**config.mk**
```make
export PLATFORM = sky130hd
export DESIGN_NAME = instr_mem_server
export DESIGN_NICKNAME = d
export VERILOG_FILES = /design/src/rtl/instr_mem_server_pkg.sv /design/src/rtl/instr_mem_array.sv /design/src/rtl/instr_mem_server.sv
export SDC_FILE = /design/constraint.sdc
export NUM_CORES = 2
export LEC_CHECK = 0
export CORE_ASPECT_RATIO = 0.8
export CORE_UTILIZATION = 55
export CTS_CLUSTER_DIAMETER = 120
export DETAILED_ROUTE_END_ITERATION = 7
export PLACE_DENSITY = 0.71
export SYNTH_ARGS = -nofsm -noshare
export SYNTH_HDL_FRONTEND = slang
export SYNTH_SLANG_ARGS = --single-unit
```
**constraint.sdc**
```tcl
create_clock -name clk -period 7.83 [get_ports clk]
set_input_delay 2.349 -clock clk [delete_from_list [all_inputs] [get_ports clk]]
set_output_delay 2.349 -clock clk [all_outputs]
set_load 0.05 [all_outputs]
```
**src/rtl/instr_mem_server_pkg.sv**
```systemverilog
// ============================================================================
//  Module      : instr_mem_server_pkg
//  Description : Shared types and sizing constants for the instruction memory
//                server.
//  Revision    : 1.0 - initial release
// ============================================================================
`default_nettype none

package instr_mem_server_pkg;

  localparam int MEM_DEPTH  = 256;
  localparam int ADDR_WIDTH = 8;
  localparam int DATA_WIDTH = 8;

  typedef enum logic [0:0] {
    LOAD = 1'b0,
    RUN  = 1'b1
  } state_t;

endpackage

`default_nettype wire

```
**src/rtl/instr_mem_array.sv**
```systemverilog
// ============================================================================
//  Module      : instr_mem_array
//  Description : 256x8 program store, one synchronous write port and one
//                asynchronous read port. Contents are never reset.
//  Revision    : 1.0 - initial release
// ============================================================================
`default_nettype none

module instr_mem_array
  import instr_mem_server_pkg::*;
(
  input  logic                  clk,
  input  logic                  we,
  input  logic [ADDR_WIDTH-1:0] waddr,
  input  logic [DATA_WIDTH-1:0] wdata,
  input  logic [ADDR_WIDTH-1:0] raddr,
  output logic [DATA_WIDTH-1:0] rdata
);

  logic [DATA_WIDTH-1:0] r_mem [MEM_DEPTH];

  always_ff @(posedge clk) begin
    if (we) begin
      r_mem[waddr] <= wdata;
    end
  end

  assign rdata = r_mem[raddr];

endmodule

`default_nettype wire

```
**src/rtl/instr_mem_server.sv**
```systemverilog
// ============================================================================
//  Module      : instr_mem_server
//  Description : Loads a program byte stream into instruction memory, then
//                serves zero-latency instruction fetches. Define
//                INSTR_MEM_CHECKSUM_EN to build the running byte checksum.
//  Revision    : 1.0 - initial release
// ============================================================================
`default_nettype none

module instr_mem_server
  import instr_mem_server_pkg::*;
#(
  parameter logic [DATA_WIDTH-1:0] FILL_WORD = 8'h00
) (
  input  logic                  clk,
  input  logic                  reset,
  input  logic [ADDR_WIDTH-1:0] ReadAddress,
  output logic [DATA_WIDTH-1:0] instruction,
  input  logic                  load_valid,
  input  logic [DATA_WIDTH-1:0] load_data,
  input  logic                  load_last,
  output logic                  load_ready,
  input  logic                  reload,
  output logic                  running,
  output logic [ADDR_WIDTH:0]   prog_len,
  output logic [DATA_WIDTH-1:0] checksum
);

  state_t                r_state;
  logic [ADDR_WIDTH-1:0] r_wptr;
  logic [ADDR_WIDTH:0]   r_prog_len;
  logic                  w_xfer;
  logic                  w_in_range;
  logic [DATA_WIDTH-1:0] w_mem_rdata;

  assign w_xfer = load_valid && (r_state == LOAD);

  always_ff @(posedge clk or posedge reset) begin
    if (reset) begin
      r_state    <= LOAD;
      r_wptr     <= '0;
      r_prog_len <= '0;
    end else begin
      case (r_state)
        LOAD: begin
          if (w_xfer) begin
            r_wptr     <= r_wptr + 1'b1;
            r_prog_len <= r_prog_len + 1'b1;
            // The last slot ends the load even without load_last.
            if (load_last || (r_wptr == ADDR_WIDTH'(MEM_DEPTH - 1))) begin
              r_state <= RUN;
            end
          end
        end
        RUN: begin
          if (reload) begin
            r_state    <= LOAD;
            r_wptr     <= '0;
            r_prog_len <= '0;
          end
        end
        default: r_state <= LOAD;
      endcase
    end
  end

`ifdef INSTR_MEM_CHECKSUM_EN
  logic [DATA_WIDTH-1:0] r_checksum;

  always_ff @(posedge clk or posedge reset) begin
    if (reset) begin
      r_checksum <= '0;
    end else if (w_xfer) begin
      r_checksum <= r_checksum + load_data;
    end else if ((r_state == RUN) && reload) begin
      r_checksum <= '0;
    end
  end

  assign checksum = r_checksum;
`else
  assign checksum = '0;
`endif

  instr_mem_array u_mem (
    .clk   (clk),
    .we    (w_xfer),
    .waddr (r_wptr),
    .wdata (load_data),
    .raddr (ReadAddress),
    .rdata (w_mem_rdata)
  );

  // Nine-bit compare so that address 255 is valid when prog_len is 256.
  assign w_in_range  = ({1'b0, ReadAddress} < r_prog_len);
  assign instruction = ((r_state == RUN) && w_in_range) ? w_mem_rdata : FILL_WORD;

  assign running    = (r_state == RUN);
  assign load_ready = (r_state == LOAD);
  assign prog_len   = r_prog_len;

endmodule

`default_nettype wire

```
==> impl_metrics.yaml <==
worst_setup_path:
  end_kind: "primary output"
  r2r.worst_path.cells: 4
  start_kind: "primary input"
  r2r-end: "u_mem.r_mem[70][5]"
  crit_arrival_ns: 5.47
  worstPathRequired_ns: 5.48
  rrSetupSlack_ns: 4.21
  crit_type: "in2out"
  crit_fanout: 9
  worstReg2RegStart: "r_wptr[2]"
yosys:
  yosysSeqAreaShare: 0.758
  synth_warnings: 0
  synth_ff_type: "edfxtp_1"
  ys_async_sr_fraction: 0.00871
  synth_area_sq_um: 81700
  synth_area_per_cell_sq_um: 19.4
  synth_cell_types: 74
  syn-instance-count: 4204
  synth-edff-count: 2048
  synth_seq_cells: 2066
cells_and_area:
  fin_cells: 6644
  syn2layout_area_growth_pct: 12.9
  final_util: 0.626
  drive_gt1_frac: 0.214
  final_nets: 4529
floorplan:
  coreArea_sq_um: 147000
  start_util: 0.554
  die-area_sq_um: 150000
  die_h_um: 347
  rows: 126
  dieWidth_um: 433
  io_pins: 48
timing:
  grt_setup_unrepaired: "no"
  setup_ws_ns: 0.0112
  setup_viol: 0
  final_max_slew_viol_count: 0
  fmax_mhz: 128
  hold_viol_final: 0
  skew_ns: 0.0175
  whs_ns: 0.556
  fin_crit_ns: 7.82
  maxSlewHeadroom: 0.184
  final.setup.tns_ns: 0
  fin_crit_sh: 0.999
  tightest_slew_ns: 1.22
power_and_ir_drop:
  internal-power_mw: 17.7
  seqPwrFrac: 0.537
  p_comb_frac: 0.068
  irDropWorstVdd_v: 0.000263
  sw_frac_of_total: 0.222
  p_sw_mw: 5.06
  p_per_area_nw_per_um2: 247
  p_leak_nw: 29.9
  p_clk_frac: 0.395
route:
  wirelength_um: 220000
  vias_per_cell: 6.67
  vias: 44300
  drc: 0
  first_pass_iters: 8
  ant_nets: 0
  wl_per_cell_um: 33.1
  drt_iter0_drc: 6403
grt:
  grt_first_pass_wirelength_um: 312000
  grt_util_all_layers: 0.294
  grt_start_max_net_pins: 204
  grt_pass1_vias: 42900
  overflow: 0
  antenna_found_initial: 4
flow_run:
  maxCapViolations: 0
hold_path:
  min_to: "prog_len[4]"
  holdCritStartpoint: "prog_len[4]"
  hold_path_class: "reg2reg"
  hold_path_depth: 1
placement:
  io_buffers: 39
  dp_cells: 6290
  hpwl_um: 135000
  place_congestion: 0.886
  dp_slack_ns: -0.540
clocking:
  clkLatencyLatePin_ns: 0.82
  cts_max_level: 4
  path_clk_slew_ns: 0.07
  cts.sinks: 2066
  cts_tree: "done"
  cts_buffer_depth: 3
  cts_root_buf: "clkbuf_16"
  cts_hold_buffers: 0
  cts_made_buffers: 187
status:
  outcome: "finished, final reports clean"
==> metrics by stage <==
step | instance area [sq um] | power [mW]
floorplan | 81700 | 13.2
global route | 92300 | 23.3
CTS | 92200 | 22.8
detailed placement | 86100 | 14.0
finish | 92300 | 22.8
global placement | 86100 | 13.9
==> synthesized netlist by cell type (16+ instances only) <==
library cell	number	area, sq um
a211oi_1	16	120
a21oi_1	75	375
a221o_1	35	350
a221oi_1	125	1090
a22oi_1	47	353
a31oi_1	18	113
buf_2	50	250
buf_4	26	195
buf_6	46	518
clkbuf_1	117	439
dfrtp_1	18	450
edfxtp_1	2048	61500
mux2_2	18	203
mux2i_1	369	3690
mux4_2	320	7210
nand2_1	89	334
nand2b_1	22	138
nand3_1	62	310
nor2_1	316	1190
nor2b_1	17	106
nor3_1	48	240
o21ai_0	90	450
o22ai_1	20	125
==> power groups by stage <==
stage                     sequential, mW  clock (mW)  combinational [mW]
after CTS                           12.2        9.05                1.52
after global placement              12.5           0                1.48
after floorplan                     12.5           0               0.733
final                               12.2        9.00                1.55
after detailed placement            12.5           0                1.50
after global routing                12.2        9.45                1.60
==> cells in the final DEF, fill, tap and decap left out, types with 13 or more instances in the layout <==
cell and count:
mux4_2 320, a211oi_1 15, a221oi_1 124, o22ai_1 19, inv_1 14, clkinv_1 49, a31oi_1 18, nand3_2 14
mux2_2 18, mux2i_1 369, nand2_1 87, nand2b_1 22, o21ai_1 13, nor2b_1 14, o31ai_1 14, a221o_1 35
a22oi_1 47, nor2_1 315, bufinv_16 14, buf_4 268, clkbuf_16 194, buf_12 58, o21ai_0 87, nand3_1 48
clkbuf_1 43, dfrtp_1 18, edfxtp_1 2048, clkinv_2 36, a21oi_1 73, clkdlybuf4s50_1 17, nor3_1 44
==> critical path, cell delays in order <==
cell and delay (ns):
clkdlybuf4s50_1 0.43, ha_1 0.31, and3_1 0.18, a211oi_2 0.38, buf_4 0.19, buf_4 0.12, o21bai_1 0.06, buf_4 0.19
a211oi_1 0.73, or4_4 0.31, buf_4 0.20
==> sequential cells by signal, summed over array words and instances, names as in the netlist <==
| register | cells |
|---|---|
| prog_len | 9 |
| r_wptr | 8 |
| running | 1 |
| u_mem.r_mem | 2048 |
==> worst max-delay path by stage <==
stage / from / to / slack, ns / cells past startpoint
after floorplan: ReadAddress[1] / instruction[3] / 0.63 / 11
after global routing: ReadAddress[0] / instruction[6] / 0.008 / 10
after CTS: ReadAddress[0] / instruction[5] / -0.003 / 15
final: ReadAddress[5] / instruction[6] / 0.01 / 11
after detailed placement: ReadAddress[5] / instruction[5] / -0.54 / 13
after global placement: ReadAddress[5] / instruction[5] / -0.53 / 13
==> repair_timing <==
action	CTS	global route
buffers inserted	0	0
gates cloned	1	0
endpoints found under the setup margin	8	7
pin swaps	0	5
resized for setup	16	22
==> area by class of cell <==
cell class | instances | area (sq um)
Clock buffer | 240 | 5060
Tap cell | 1984 | 2480
Inverter | 17 | 68.8
Multi-Input combinational cell | 1861 | 18200
Clock inverter | 108 | 885
Antenna cell | 5 | 12.5
Timing Repair Buffer | 363 | 3630
Sequential cell | 2066 | 61900
Fill cell | 10100 | 55100
==> cell families after synthesis <==
logic type	after synthesis	synth area share
AOI/OAI and AO/OA	514	0.0452
xor gates and xnor gates	4	0.000429
adders and majority gates	12	0.00184
buffers and inverters	284	0.0219
DFF	2066	0.758
muxes	719	0.140
other	1	0.0000459
and+or+nand+nor	604	0.0324
==> per-layer routing <==
| metal | GRT usage | vias to the layer above | wire length, um |
|---|---|---|---|
| li1 | - | 17900 | - |
| met1 | 0.424 | 22900 | 84600 |
| met2 | 0.436 | 3069 | 101000 |
| met3 | 0.0764 | 433 | 27100 |
| met4 | 0.107 | 4 | 7750 |
| met5 | 0 | - | 21 |
Power figures use the tool's default switching activity.
